**src/rtl/axis_pkg.sv**
```systemverilog
// Shared constants for the AXI-Stream pattern generator: pattern mode codes,
// FSM state encoding and the default LFSR feedback mask.
package axis_pkg;

  localparam logic [1:0] PAT_INCR  = 2'd0;
  localparam logic [1:0] PAT_DECR  = 2'd1;
  localparam logic [1:0] PAT_CONST = 2'd2;
  localparam logic [1:0] PAT_LFSR  = 2'd3;

  localparam logic [0:0] ST_IDLE = 1'b0;
  localparam logic [0:0] ST_RUN  = 1'b1;

  localparam logic [31:0] DEFAULT_LFSR_TAPS = 32'h8020_0003;

endpackage

```
**src/rtl/axis_pattern_step.sv**
```systemverilog
// Combinational next-beat data function for the pattern generator.
module axis_pattern_step
  import axis_pkg::*;
#(
  parameter int DATA_W = 32
) (
  input  logic [1:0]        mode,
  input  logic [DATA_W-1:0] data,
  input  logic [DATA_W-1:0] step,
  input  logic [DATA_W-1:0] taps,
  output logic [DATA_W-1:0] next_data
);

  // LFSR shifts left and feeds the parity of the tapped bits into bit 0;
  // an all-zero state stays at zero on purpose.
  always_comb begin
    next_data = data;
    case (mode)
      PAT_INCR:  next_data = data + step;
      PAT_DECR:  next_data = data - step;
      PAT_CONST: next_data = data;
      PAT_LFSR:  next_data = {data[DATA_W-2:0], ^(data & taps)};
      default:   next_data = data;
    endcase
  end

endmodule

```
**src/rtl/axis_pattern_gen.sv**
```systemverilog
// AXI-Stream burst pattern generator (INCR/DECR/CONST/LFSR).
// Define AXIS_PATTERN_GEN_TLAST_EN to drive m_axis_tlast on each burst's final beat.
module axis_pattern_gen
  import axis_pkg::*;
#(
  parameter int                DATA_W    = 32,
  parameter int                LEN_W     = 16,
  parameter logic [DATA_W-1:0] LFSR_TAPS = DATA_W'(DEFAULT_LFSR_TAPS)
) (
  input  logic              clk,
  input  logic              reset,
  input  logic              start,
  input  logic [1:0]        mode,
  input  logic [DATA_W-1:0] seed,
  input  logic [DATA_W-1:0] step,
  input  logic [LEN_W-1:0]  len,
  output logic              m_axis_tvalid,
  output logic [DATA_W-1:0] m_axis_tdata,
  output logic              m_axis_tlast,
  input  logic              m_axis_tready,
  output logic              busy,
  output logic              done,
  output logic [LEN_W-1:0]  beat_cnt
);

  logic [0:0]        state_q;
  logic [1:0]        mode_q;
  logic [DATA_W-1:0] step_q;
  logic [LEN_W-1:0]  len_q;
  logic [DATA_W-1:0] data_q;
  logic [LEN_W-1:0]  cnt_q;
  logic              tvalid_q;
  logic              done_q;
  logic [DATA_W-1:0] next_data;
  logic              handshake;
  logic              final_beat;

  assign handshake  = tvalid_q && m_axis_tready;
  assign final_beat = (cnt_q == len_q - LEN_W'(1));

  axis_pattern_step #(
    .DATA_W (DATA_W)
  ) u_step (
    .mode      (mode_q),
    .data      (data_q),
    .step      (step_q),
    .taps      (LFSR_TAPS),
    .next_data (next_data)
  );

  // Burst control: configuration is captured once at acceptance so input
  // changes during a burst cannot disturb it; start is only looked at in IDLE.
  always_ff @(posedge clk) begin
    if (reset) begin
      state_q  <= ST_IDLE;
      mode_q   <= PAT_INCR;
      step_q   <= '0;
      len_q    <= '0;
      data_q   <= '0;
      cnt_q    <= '0;
      tvalid_q <= 1'b0;
      done_q   <= 1'b0;
    end else begin
      done_q <= 1'b0;
      case (state_q)
        ST_IDLE: begin
          if (start && (len != '0)) begin
            state_q  <= ST_RUN;
            mode_q   <= mode;
            step_q   <= step;
            len_q    <= len;
            data_q   <= seed;
            cnt_q    <= '0;
            tvalid_q <= 1'b1;
          end
        end
        ST_RUN: begin
          if (handshake) begin
            cnt_q <= cnt_q + LEN_W'(1);
            if (final_beat) begin
              state_q  <= ST_IDLE;
              tvalid_q <= 1'b0;
              done_q   <= 1'b1;
            end else begin
              data_q <= next_data;
            end
          end
        end
        default: begin
          state_q  <= ST_IDLE;
          tvalid_q <= 1'b0;
        end
      endcase
    end
  end

`ifdef AXIS_PATTERN_GEN_TLAST_EN
  logic tlast_q;

  // tlast is registered alongside the beat it marks: set when the beat about
  // to be presented is the last one of the burst.
  always_ff @(posedge clk) begin
    if (reset) begin
      tlast_q <= 1'b0;
    end else if (state_q == ST_IDLE) begin
      tlast_q <= start && (len == LEN_W'(1));
    end else if (handshake) begin
      tlast_q <= !final_beat && (cnt_q == len_q - LEN_W'(2));
    end
  end

  assign m_axis_tlast = tlast_q;
`else
  assign m_axis_tlast = 1'b0;
`endif

  assign m_axis_tvalid = tvalid_q;
  assign m_axis_tdata  = data_q;
  assign busy          = (state_q == ST_RUN);
  assign done          = done_q;
  assign beat_cnt      = cnt_q;

endmodule

```
**config.mk**
```make
export PLATFORM = sky130hd
export DESIGN_NAME = axis_pattern_gen
export DESIGN_NICKNAME = d
export VERILOG_FILES = /design/src/rtl/axis_pkg.sv /design/src/rtl/axis_pattern_step.sv /design/src/rtl/axis_pattern_gen.sv
export SDC_FILE = /design/constraint.sdc
export NUM_CORES = 1
export LEC_CHECK = 0
export CAP_MARGIN = 20
export CORE_MARGIN = 2
export CORE_UTILIZATION = 65
export CTS_BUF_LIST = sky130_fd_sc_hd__clkbuf_8
export DETAILED_ROUTE_END_ITERATION = 12
export DONT_BUFFER_PORTS = 1
export PLACE_DENSITY = 0.87
export SLEW_MARGIN = 20
export SYNTH_ARGS = -nofsm -noshare
export SYNTH_HDL_FRONTEND = slang
export SYNTH_HIERARCHICAL = 1
export SYNTH_SLANG_ARGS = --single-unit
```
**constraint.sdc**
```tcl
create_clock -name clk -period 13.2 [get_ports clk]
set_clock_uncertainty 0.1 [all_clocks]
set_input_delay 2.64 -clock clk [delete_from_list [all_inputs] [get_ports clk]]
set_output_delay 2.64 -clock clk [all_outputs]
set_load 0.02 [all_outputs]
```
==> results of run 1 <==
[through the flow]
stage	worst slack, ns	instance area (um2)
floorplan	8.31	8650
global placement	7.62	8640
detailed placement	7.55	8640
CTS	7.99	8850
global route	7.82	8850
finish	7.99	8850
[flip-flops by register name (all words and copies together), names as in the netlist]
name / count
m_axis_tdata: 32
step_q: 32
beat_cnt: 16
len_q: 16
mode_q: 2
busy: 1
done: 1
m_axis_tvalid: 1
[worst min-delay path: stages, from the launching register on]
cell                      delay (ns)
sky130_fd_sc_hd__dfxtp_1        0.34
sky130_fd_sc_hd__nand2_1        0.06
sky130_fd_sc_hd__a21oi_1        0.05
[worst paths after layout]
kind         slack [ns]                             to  depth (start not counted)                    from
max                7.99   m_axis_tdata[0]$_SDFFE_PP0P_                          6                 len[15]
min                0.40         len_q[10]$_SDFFE_PP0P_                          2  len_q[10]$_SDFFE_PP0P_
max reg2reg        8.02  m_axis_tdata[25]$_SDFFE_PP0P_                         17  step_q[1]$_SDFFE_PP0P_
min reg2reg        0.40         len_q[10]$_SDFFE_PP0P_                          2  len_q[10]$_SDFFE_PP0P_
[cell type report]
class | count | area share, %
multi-input cells | 949 | 71.0
flip-flops and latches | 101 | 22.9
well taps | 172 | 2.43
clock buffers | 9 | 1.40
clock inverters | 7 | 0.948
inverters | 20 | 0.849
repair buffers | 6 | 0.509
[report_power, final]
part	total, W	switching, W	internal, W
Sequential	0.000372	0.0000477	0.000324
Combinational	0.000413	0.000231	0.000181
Clock	0.000208	0.000131	0.0000771
Total	0.000993	0.000410	0.000583
[synth_stat cells (7+ instances only)]
cell type / n / area (um2)
sky130_fd_sc_hd__a211oi_1: 9 / 67.6
sky130_fd_sc_hd__a21o_1: 25 / 188
sky130_fd_sc_hd__a21oi_1: 116 / 581
sky130_fd_sc_hd__and3_1: 7 / 43.8
sky130_fd_sc_hd__buf_1: 10 / 37.5
sky130_fd_sc_hd__clkbuf_1: 36 / 135
sky130_fd_sc_hd__dfxtp_1: 101 / 2020
sky130_fd_sc_hd__ha_1: 34 / 425
sky130_fd_sc_hd__inv_1: 20 / 75.1
sky130_fd_sc_hd__mux2_2: 8 / 90.1
sky130_fd_sc_hd__mux2_4: 30 / 450
sky130_fd_sc_hd__mux2i_1: 57 / 571
sky130_fd_sc_hd__nand2_1: 173 / 649
sky130_fd_sc_hd__nand2b_1: 15 / 93.8
sky130_fd_sc_hd__nand3_1: 15 / 75.1
sky130_fd_sc_hd__nand4_1: 13 / 81.3
sky130_fd_sc_hd__nor2_1: 102 / 383
sky130_fd_sc_hd__nor2b_1: 38 / 238
sky130_fd_sc_hd__nor3_1: 11 / 55.1
sky130_fd_sc_hd__o211ai_1: 7 / 52.6
sky130_fd_sc_hd__o21ai_0: 40 / 200
sky130_fd_sc_hd__or4_1: 9 / 67.6
sky130_fd_sc_hd__xnor2_1: 68 / 596
sky130_fd_sc_hd__xor2_1: 51 / 447
[per-layer routing]
layer | part of all wire, % | GRT usage, % | wire length [um] | up-vias
li1 | - | - | - | 3784
met4 | 3.0 | 11.5 | 652 | 0
met2 | 47 | 51.4 | 10300 | 319
met5 | 0 | 0 | 0 | -
met3 | 7.0 | 4.68 | 1530 | 46
met1 | 43 | 39.5 | 9440 | 3568
[layout by cell type (no fill, tap or decap), types with 34 or more instances in the layout]
cell type,count
sky130_fd_sc_hd__xor2_1,51
sky130_fd_sc_hd__o21ai_0,40
sky130_fd_sc_hd__nand2_1,173
sky130_fd_sc_hd__ha_1,34
sky130_fd_sc_hd__xnor2_1,68
sky130_fd_sc_hd__nor2_1,102
sky130_fd_sc_hd__nor2b_1,38
sky130_fd_sc_hd__a21oi_1,116
sky130_fd_sc_hd__mux2i_1,57
sky130_fd_sc_hd__dfxtp_1,98
[logic make-up after synthesis]
logic type	after synthesis	share of synthesized area [%]
buffers and inverters	77	4.18
AOI/OAI and AO/OA	244	17.7
other	2	0.0880
DFF	101	23.7
and+or+nand+nor	423	23.9
adders and majority gates	35	5.22
muxes	95	13.0
xor gates and xnor gates	119	12.2
==> reports/summary.log, run 1 <==
[outcome] result of the run finished clean
[global_route] via count of the first global-routing pass 7135
[timing] number of hold-slack violations in the final timing report 0
[cts] number of clock sinks 101
[synthesis] Syn Std Cell Area 8540 um2
[power] Power Density 112 nW/um2
[finish] diode insertion count for antenna repair 0
[setup_path] Max Fanout on Critical Path 32
[placement] number of port buffers 0
[finish] Fillers 1082
[placement] Final GP Congestion 0.941
[setup_path] maximum single-stage delay on the critical path 0.73 ns
[setup_path] crit path max-delay cell type sky130_fd_sc_hd__o41a_2
[detailed_routing] total number of vias 7717
[detailed_routing] total iterations of the first detailed-routing run 5
[synthesis] async set-reset flop share out of synthesis 0%
[timing] ratio of final minimum period to clock period 39.5%
[detailed_routing] Post-DRT Antenna Nets 0
[detailed_routing] number of DRC violations after detailed-routing iteration 0 574
[power] worst ir drop on vdd 0.0000854 V
[synthesis] number of different library cells in the post-synthesis netlist 73
[timing] worst slew margin relative to its limit 41.5%
[cts] H-tree levels 3
[detailed_routing] number of DRC violations after detailed routing 0
[floorplan] total die area 14100 um2
[timing] final critical path time including I/O delays and setup 5.21 ns
[power] static leakage 3.65 nW
[finish] proportion of layout cells with a drive suffix above 1 7.97%
[cts] # resized after CTS 0
[floorplan] site row count 41
[flow_run] count of max-cap constraint violations 0
[cts] number of buffers added to fix hold violations after cts 0
[setup_path] number of buffers and inverters on the critical path 2
[finish] area occupied by registers 2030 um2
[synthesis] leading register cell type out of synthesis sky130_fd_sc_hd__dfxtp_1
[detailed_routing] detail-routed net length per standard cell 17.3 um
[setup_path] arrival time at the worst endpoint 5.41 ns
[synthesis] Gate Count Post-Synth 1096
[synthesis] Post-synth EDFFs 0
[global_route] antenna violations before repair 0
[floorplan] count of pins on the block boundary 138
[timing] Max Clock Freq 192 MHz
[timing] Post-Route Hold Slack 0.396 ns
[finish] Final Net Count 1208
[global_route] first-pass GRT wire length 35200 um
[synthesis] warning count from the yosys run 6
[finish] filler-free cell count of the finished design 1264
[placement] number of placed instances with taps included 1248
[synthesis] count of state elements after synthesis 101
[setup_path] required time of the critical path 13.41 ns
[setup_path] most numerous cell on the critical path sky130_fd_sc_hd__buf_4
[cts] TritonCTS clock tree yes
[setup_path] ordered cell list for the critical path or4_1, o41a_2, buf_4, o22ai_4, buf_4, mux2_2
[worst_hold_path] class of the most critical hold timing path flop to flop
[setup_path] type of element launching the critical path primary input
[power] total power after layout 0.000993 W
[setup_path] critical path's top delay family compound AO/OA/AOI/OAI gates
[floorplan] core box area 12700 um2
[floorplan] die height 119 um
[cts] clock network latency to the later pin of the worst-skew pair 0.40 ns
[setup_path] endpoint kind of the worst setup timing path flop
[placement] estimated wirelength of the detail-placed design 16500 um
[global_route] gr usage total 30.6%
[setup_path] path type of the worst setup path primary input to flop
[timing] post-route setup TNS 0 ns
[detailed_routing] aggregate routed wire length 21900 um
[timing] RSZ-0062 raised after global routing no
[floorplan] initial cell density of the core 67.1%
[global_route] largest net degree at the start of global routing 121
[finish] footprint of the multi-input gates 6280 um2
[timing] actual transition at the worst max-transition pin 0.875 ns
[cts] number of CTS-inserted buffers 9
[global_route] gr ovfl total 0
[synthesis] Post-Syn Area per Cell 7.79 um2
[cts] maximum clock insertion buffer count 2
[finish] share of the core filled with cells 69.5%
[timing] total count of max-transition violations in the final report 0
[detailed_routing] Avg Vias per Cell 6.11
[synthesis] part of the Yosys area used for sequential elements 23.7%
[cts] Post CTS Setup Buffer Count 0
[cts] root cell of the clock tree sky130_fd_sc_hd__clkbuf_8
[floorplan] horizontal extent of the die 119 um
[cts] Worst-path clk slew 0.12 ns
[timing] total setup violations reported at the end of the flow 0
[finish] P&R area growth vs syn 3.60%
Note: power is estimated with default switching activity, not from simulation.
==> inputs of run 2 (changes only) <==
clock period = 5.1 ns   (was 13.2 ns; I/O delays follow)
==> run 2 against run 1 <==
  * Worst setup slack got worse by 7.6 ns
  * Combinational power grew to 2.6 times the previous value
  * Critical path depth increased by 11
  * Cell count up 0.16%
  * Sequential power increased to 2.6 times the previous value
  * Critical endpoint is now m_axis_tdata[28]$_SDFFE_PP0P_
  * Largest cell class unchanged
  * Largest power group unchanged
==> reports/summary.log, run 2 (synthesis gave the netlist of run 1 again) <==
[global_route] gr ovfl total 0 [unchanged]
[power] worst ir drop on vdd 0.000181 V [+110%]
[global_route] gr usage total 31.3% [+0.65 points]
[setup_path] maximum single-stage delay on the critical path 0.50 ns [-0.23 ns]
[floorplan] die height 119 um [unchanged]
[timing] number of hold-slack violations in the final timing report 0 [unchanged]
[floorplan] core box area 12700 um2 [unchanged]
[timing] Post-Route Hold Slack 0.379 ns [-0.0170 ns]
[timing] post-route setup TNS 0 ns [unchanged]
[finish] area occupied by registers 2030 um2 [unchanged]
[finish] Final Net Count 1210 [+0.17%]
[global_route] GR Layer Usage met1 40.5% [+0.97 points]
[detailed_routing] total iterations of the first detailed-routing run 5 [unchanged]
[finish] highest-count cells in the layout ignoring fill and taps sky130_fd_sc_hd__nand2_1, sky130_fd_sc_hd__a21oi_1, sky130_fd_sc_hd__nor2_1, sky130_fd_sc_hd__dfxtp_1, sky130_fd_sc_hd__xnor2_1
[floorplan] total die area 14100 um2 [unchanged]
[global_route] GRT met2 Usage 52.6% [+1.1 points]
[setup_path] critical register-to-register path startpoint step_q[1]$_SDFFE_PP0P_
[setup_path] depth of the most critical reg-to-reg path 17 [unchanged]
[detailed_routing] Post-DRT Antenna Nets 0 [unchanged]
[setup_path] crit path max-delay cell type sky130_fd_sc_hd__or4_1
[setup_path] reg2reg setup slack 0.35 ns [-7.67 ns]
[global_route] first-pass GRT wire length 35800 um [+1.6%]
[global_route] busiest layer in global routing met2
[detailed_routing] aggregate routed wire length 22100 um [+0.97%]
[cts] number of buffers added to fix hold violations after cts 0 [unchanged]
[worst_hold_path] hold depth 2 [unchanged]
[detailed_routing] detail-routed net length per standard cell 17.5 um [+0.81%]
[cts] H-tree levels 3 [unchanged]
[cts] TritonCTS clock tree yes
[worst_hold_path] worst min-delay path startpoint step_q[31]$_SDFFE_PP0P_
[worst_hold_path] Hold EP step_q[31]$_SDFFE_PP0P_
[timing] worst slew margin relative to its limit 52.2% [+11 points]
[setup_path] path type of the worst setup path flop to flop
[finish] Fillers 1116 [+3.1%]
[global_route] met3 track demand over resource 6.61% [+1.9 points]
[timing] final critical path time including I/O delays and setup 4.75 ns
[global_route] largest net degree at the start of global routing 121 [unchanged]
[setup_path] required time of the critical path 5.30 ns [-8.11 ns]
[placement] Final GP Congestion 0.966 [+2.7%]
[timing] RSZ-0062 raised after global routing no
[detailed_routing] number of DRC violations after detailed routing 0 [unchanged]
[outcome] result of the run finished clean
[floorplan] initial cell density of the core 67.1% [unchanged]
[cts] number of clock sinks 101 [unchanged]
[cts] clock network latency to the later pin of the worst-skew pair 0.39 ns [about the same]
[detailed_routing] number of DRC violations after detailed-routing iteration 0 590 [+2.8%]
[detailed_routing] Avg Vias per Cell 6.06 [-0.69%]
[placement] number of port buffers 0 [unchanged]
[placement] estimated wirelength of the detail-placed design 16800 um [+1.8%]
[floorplan] horizontal extent of the die 119 um [unchanged]
[detailed_routing] total number of vias 7676 [-0.53%]
[cts] maximum clock insertion buffer count 2 [unchanged]
[cts] Worst-path clk slew 0.11 ns [about the same]
[finish] footprint of the multi-input gates 6300 um2 [+0.38%]
[timing] total count of max-transition violations in the final report 0 [unchanged]
[power] Power Density 290 nW/um2 [+160%]
[flow_run] count of max-cap constraint violations 0 [unchanged]
[setup_path] endpoint kind of the worst setup timing path flop
[timing] total setup violations reported at the end of the flow 0 [unchanged]
[setup_path] ordered cell list for the critical path or2_2, or4_1, or3_2, o31ai_1, xor2_1, ha_1, a21o_1, a21oi_1, o211ai_1, a211oi_1, a211oi_1, a311oi_1, xor2_1, o21ai_0, mux2i_1, nor2_1, mux2_4
[setup_path] type of element launching the critical path flop
[global_route] via count of the first global-routing pass 7071 [-0.90%]
[setup_path] reg-to-reg endpoint m_axis_tdata[28]$_SDFFE_PP0P_
[finish] proportion of layout cells with a drive suffix above 1 8.32% [+0.35 points]
[setup_path] Max Fanout on Critical Path 8 [-75%]
[setup_path] arrival time at the worst endpoint 4.94 ns [-0.47 ns]
[finish] P&R area growth vs syn 4.09%
[finish] diode insertion count for antenna repair 0 [unchanged]
[power] static leakage 3.67 nW [+0.45%]
[cts] root cell of the clock tree sky130_fd_sc_hd__clkbuf_8
[timing] Max Clock Freq 211 MHz
[floorplan] site row count 41 [unchanged]
[cts] # resized after CTS 0 [unchanged]
[worst_hold_path] class of the most critical hold timing path flop to flop
[timing] ratio of final minimum period to clock period 93.1%
[finish] most common cell after layout, fill and taps aside sky130_fd_sc_hd__nand2_1
[floorplan] count of pins on the block boundary 138 [unchanged]
[global_route] antenna violations before repair 0 [unchanged]
[cts] Post CTS Setup Buffer Count 0 [unchanged]
[cts] number of CTS-inserted buffers 9 [unchanged]
[timing] actual transition at the worst max-transition pin 0.715 ns [-0.160 ns]
[run 2: worst max path at each step]
stage                                          endpoint  slack, ns              startpoint
after floorplan           m_axis_tdata[30]$_SDFFE_PP0P_       0.68  step_q[6]$_SDFFE_PP0P_
after global placement    m_axis_tdata[25]$_SDFFE_PP0P_       0.45  step_q[1]$_SDFFE_PP0P_
after detailed placement  m_axis_tdata[25]$_SDFFE_PP0P_       0.36  step_q[1]$_SDFFE_PP0P_
after CTS                 m_axis_tdata[25]$_SDFFE_PP0P_       0.31  step_q[1]$_SDFFE_PP0P_
after global routing      m_axis_tdata[25]$_SDFFE_PP0P_       0.02  step_q[1]$_SDFFE_PP0P_
final                     m_axis_tdata[28]$_SDFFE_PP0P_       0.35  step_q[1]$_SDFFE_PP0P_
[run 2: metal layers]
layer	share of wire, %	vias up
met5	0	-
met4	2.0	0
met3	8.0	28
met2	47	297
met1	43	3558
li1	-	3793
[run 2: cell type report]
type                    count  area share (%)
clock inverters             7           0.831
repair buffers              8           0.817
flip-flops and latches    101            22.8
clock buffers               9            1.39
well taps                 172            2.42
inverters                  20           0.845
multi-input cells         949            70.9
[run 2: worst max-delay path: cells and delay by family, from the launching register on]
| family | cells | cell delay, ns |
|---|---|---|
| simple gates | 4 | 1.30 |
| fa+ha+maj | 1 | 0.34 |
| xor+xnor | 2 | 0.37 |
| compound gates | 8 | 1.78 |
| mux | 2 | 0.41 |
| flops | 1 | 0.34 |
[run 2: power by group]
part | switching, W | internal (W) | leakage (nW)
clock | 0.000308 | 0.000231 | 0.105
combinational | 0.000594 | 0.000473 | 2.74
sequential | 0.000130 | 0.000840 | 0.828
total | 0.00103 | 0.00154 | 3.67
[run 2: through the flow]
stage                     instance area [um2]  worst slack (ns)  power [W]  cells  utilization (%)
after detailed placement                 8670             0.360    0.00203   1250             68.1
after global placement                   8670             0.446    0.00200   1250             68.1
after CTS                                8860             0.310    0.00256   1266             69.7
after global routing                     8890            0.0240    0.00272   1266             69.9
after floorplan                          8650             0.677    0.00184   1127                -
final                                    8890             0.353    0.00258   1266             69.9
==> inputs of run 3 (changes only) <==
ABC_AREA = 1   (was unset)
CORE_UTILIZATION = 67   (was 65)
PLACE_DENSITY = 0.89   (was 0.87)
==> run 3 against run 2 <==
  * Register-to-register slack improved by 1.0 ns
  * Clock power fell by 0.7%
  * Power rose by 1.1%
  * Highest routed layer unchanged
  * Die area rose by 2.7%
  * Combinational power rose by 5%
  * Critical endpoint is now m_axis_tdata[18]$_SDFFE_PP0P_
  * Sequential share of layout area fell by 1.4 points
  * Global-route usage rose by 5.0 points
  * Worst setup slack improved by 1.0 ns
==> reports/summary.log, run 3 <==
[global_route] first-pass GRT wire length 42300 um [+18%]
[synthesis] number of different library cells in the post-synthesis netlist 50 [-32%]
[global_route] gr ovfl total 0 [unchanged]
[cts] root cell of the clock tree sky130_fd_sc_hd__clkbuf_8
[cts] number of buffers added to fix hold violations after cts 0 [unchanged]
[floorplan] core box area 13200 um2 [+3.7%]
[synthesis] Compound-Gate Fraction of Synth Area 13.7% [-4.0 points]
[timing] final critical path time including I/O delays and setup 3.72 ns [-1.02 ns]
[synthesis] basic-gate share of the synthesized area counting and, or, nand and nor cells 43.6% [+20 points]
[setup_path] Max Fanout on Critical Path 4 [-4]
[timing] total setup violations reported at the end of the flow 0 [unchanged]
[floorplan] total die area 14500 um2 [+2.7%]
[detailed_routing] total iterations of the first detailed-routing run 8 [+3]
[timing] smallest setup slack after layout 1.38 ns [+1.02 ns]
[detailed_routing] aggregate routed wire length 26400 um [+19%]
[finish] Final Net Count 1731 [+43%]
[floorplan] die height 120 um [+1.4%]
[finish] Fillers 1210 [+8.4%]
[detailed_routing] detail-routed net length per standard cell 14.7 um [-16%]
[finish] highest-count cells in the layout ignoring fill and taps sky130_fd_sc_hd__nand2_1, sky130_fd_sc_hd__nor2_1, sky130_fd_sc_hd__inv_1, sky130_fd_sc_hd__a21oi_1, sky130_fd_sc_hd__dfxtp_1
[setup_path] endpoint kind of the worst setup timing path flop
[synthesis] part of the Yosys area used for sequential elements 22.3% [-1.3 points]
[finish] footprint of the multi-input gates 6300 um2 [about the same]
[floorplan] initial cell density of the core 68.6% [+1.5 points]
[synthesis] top cells by area, synth sky130_fd_sc_hd__nand2_1, sky130_fd_sc_hd__dfxtp_1, sky130_fd_sc_hd__nor2_1, sky130_fd_sc_hd__inv_1, sky130_fd_sc_hd__a21oi_1
[cts] H-tree levels 3 [unchanged]
[synthesis] count of state elements after synthesis 101 [unchanged]
[floorplan] horizontal extent of the die 120 um [+1.4%]
[detailed_routing] Post-DRT Antenna Nets 0 [unchanged]
[detailed_routing] number of DRC violations after detailed routing 0 [unchanged]
[finish] share of the core filled with cells 71.6% [+1.7 points]
[global_route] antenna violations before repair 0 [unchanged]
[detailed_routing] number of DRC violations after detailed-routing iteration 0 988 [+67%]
[floorplan] count of pins on the block boundary 138 [unchanged]
[synthesis] warning count from the yosys run 6 [unchanged]
[setup_path] type of element launching the critical path flop
[flow_run] count of max-cap constraint violations 0 [unchanged]
[synthesis] Post-synth EDFFs 0 [unchanged]
[global_route] largest net degree at the start of global routing 65 [-46%]
[timing] actual transition at the worst max-transition pin 0.790 ns [+0.0743 ns]
[synthesis] xor/xnor share of the synthesized area 5.48% [-6.7 points]
[placement] number of port buffers 0 [unchanged]
[cts] TritonCTS clock tree yes
[floorplan] site row count 42 [+2.4%]
[setup_path] required time of the critical path 5.31 ns [about the same]
[timing] Max Clock Freq 268 MHz [+27%]
[outcome] result of the run finished clean
[synthesis] Post-Syn Area per Cell 5.67 um2 [-27%]
[cts] number of clock sinks 101 [unchanged]
[synthesis] leading register cell type out of synthesis sky130_fd_sc_hd__dfxtp_1
[finish] P&R area growth vs syn 4.36%
[power] static leakage 4.68 nW [+28%]
[finish] proportion of layout cells with a drive suffix above 1 4.09% [-4.2 points]
[cts] maximum clock insertion buffer count 2 [unchanged]
[synthesis] count leader, synth sky130_fd_sc_hd__nand2_1
[finish] most common cell after layout, fill and taps aside sky130_fd_sc_hd__nand2_1
[finish] diode insertion count for antenna repair 0 [unchanged]
[cts] Worst-path clk slew 0.12 ns [about the same]
[detailed_routing] Avg Vias per Cell 5.53 [-8.8%]
[cts] clock network latency to the later pin of the worst-skew pair 0.40 ns [about the same]
[timing] worst slew margin relative to its limit 47.2% [-5.0 points]
[synthesis] top cell type by total area after synthesis sky130_fd_sc_hd__nand2_1
[global_route] gr usage total 36.3% [+5.0 points]
[placement] estimated wirelength of the detail-placed design 20200 um [+20%]
[synthesis] adder-cell share of the synthesized area 4.92% [-0.29 points]
[timing] number of hold-slack violations in the final timing report 0 [unchanged]
[worst_hold_path] class of the most critical hold timing path flop to flop
[power] Power Density 276 nW/um2 [-4.8%]
[synthesis] proportion of synthesized area in mux cells 0% [-13 points]
[setup_path] arrival time at the worst endpoint 3.94 ns [-1.00 ns]
[timing] ratio of final minimum period to clock period 73.0% [-20 points]
[synthesis] Synth top area share 26.3% [+2.6 points]
[synthesis] Syn Std Cell Area 9050 um2 [+6.0%]
[power] worst ir drop on vdd 0.000240 V [+32%]
[cts] # resized after CTS 0 [unchanged]
[synthesis] async set-reset flop share out of synthesis 0% [unchanged]
[finish] area occupied by registers 2020 um2 [-0.19%]
[placement] setup slack after placement 1.43 ns [+1.07 ns]
[timing] RSZ-0062 raised after global routing no
[synthesis] dominant combinational cell family by area after synthesis simple AND/OR/NAND/NOR gates
[timing] post-route setup TNS 0 ns [unchanged]
[placement] Final GP Congestion 1.02 [+5.5%]
[synthesis] Gate Count Post-Synth 1596 [+46%]
[setup_path] path type of the worst setup path flop to flop
[cts] Post CTS Setup Buffer Count 0 [unchanged]
[global_route] via count of the first global-routing pass 8796 [+24%]
[detailed_routing] total number of vias 9904 [+29%]
[synthesis] top cell types by occurrence after synthesis sky130_fd_sc_hd__nand2_1, sky130_fd_sc_hd__nor2_1, sky130_fd_sc_hd__inv_1
[timing] total count of max-transition violations in the final report 0 [unchanged]
[cts] number of CTS-inserted buffers 9 [unchanged]
run 3: where the power goes:
group,switching [W],internal [W],leakage [nW]
clock network,0.000345,0.000190,0.0924
logic,0.000726,0.000390,3.76
registers,0.000115,0.000839,0.830
total,0.00119,0.00142,4.68
run 3: worst paths after layout:
path | from | end | slack [ns] | cells after the start
worst max-delay path | step_q[0]$_SDFFE_PP0P_ | m_axis_tdata[18]$_SDFFE_PP0P_ | 1.38 | 19
worst min-delay path | len_q[15]$_SDFFE_PP0P_ | len_q[15]$_SDFFE_PP0P_ | 0.38 | 2
worst max register to register | step_q[0]$_SDFFE_PP0P_ | m_axis_tdata[18]$_SDFFE_PP0P_ | 1.38 | 19
worst min register to register | len_q[15]$_SDFFE_PP0P_ | len_q[15]$_SDFFE_PP0P_ | 0.38 | 2
run 3: critical path: stages (launching register included):
cell and delay, ns:
sky130_fd_sc_hd__dfxtp_1 0.35, sky130_fd_sc_hd__inv_1 0.08, sky130_fd_sc_hd__nand3_1 0.12, sky130_fd_sc_hd__nor2_1 0.24, sky130_fd_sc_hd__nand2_1 0.21, sky130_fd_sc_hd__o31ai_2 0.29, sky130_fd_sc_hd__o21ai_1 0.13, sky130_fd_sc_hd__xnor2_1 0.22
sky130_fd_sc_hd__ha_1 0.31, sky130_fd_sc_hd__a21oi_1 0.21, sky130_fd_sc_hd__o21ai_0 0.17, sky130_fd_sc_hd__a21oi_1 0.28, sky130_fd_sc_hd__nand3_1 0.19, sky130_fd_sc_hd__or2_1 0.24, sky130_fd_sc_hd__nand3_1 0.11, sky130_fd_sc_hd__nand3_1 0.09
sky130_fd_sc_hd__nand2_1 0.08, sky130_fd_sc_hd__nand2_1 0.05, sky130_fd_sc_hd__nor2_1 0.10, sky130_fd_sc_hd__nor2_1 0.06
run 3: kinds of logic after synthesis:
group,Yosys count
DFF,101
AOI/OAI and AO/OA,221
other,2
adders and majority gates,35
buffers and inverters,224
and+or+nand+nor,958
xor gates and xnor gates,55
run 3: per-stage QoR:
stage	cells	area (um2)	power [W]	hold WS, ns
after floorplan	1640	9210	0.00182	0.342
after global placement	1775	9250	0.00203	0.350
after detailed placement	1775	9250	0.00205	0.366
after CTS	1791	9440	0.00257	0.383
after global routing	1791	9440	0.00278	0.400
final	1791	9440	0.00260	0.381
run 3: routing by layer:
metal | up-vias | track usage, % | wire length, um
met3 | 42 | 6.46 | 2170
met1 | 4419 | 49.4 | 11800
met4 | 0 | 11.0 | 565
met2 | 419 | 58.7 | 11800
li1 | 5024 | - | -
met5 | - | 0 | 0
run 3: layout make-up:
cell class / count / share of cell area (%)
multi-input cells: 1315 / 66.7
flip-flops and latches: 101 / 21.4
inverters: 177 / 7.04
well taps: 176 / 2.33
clock buffers: 9 / 1.31
clock inverters: 7 / 0.716
repair buffers: 6 / 0.477
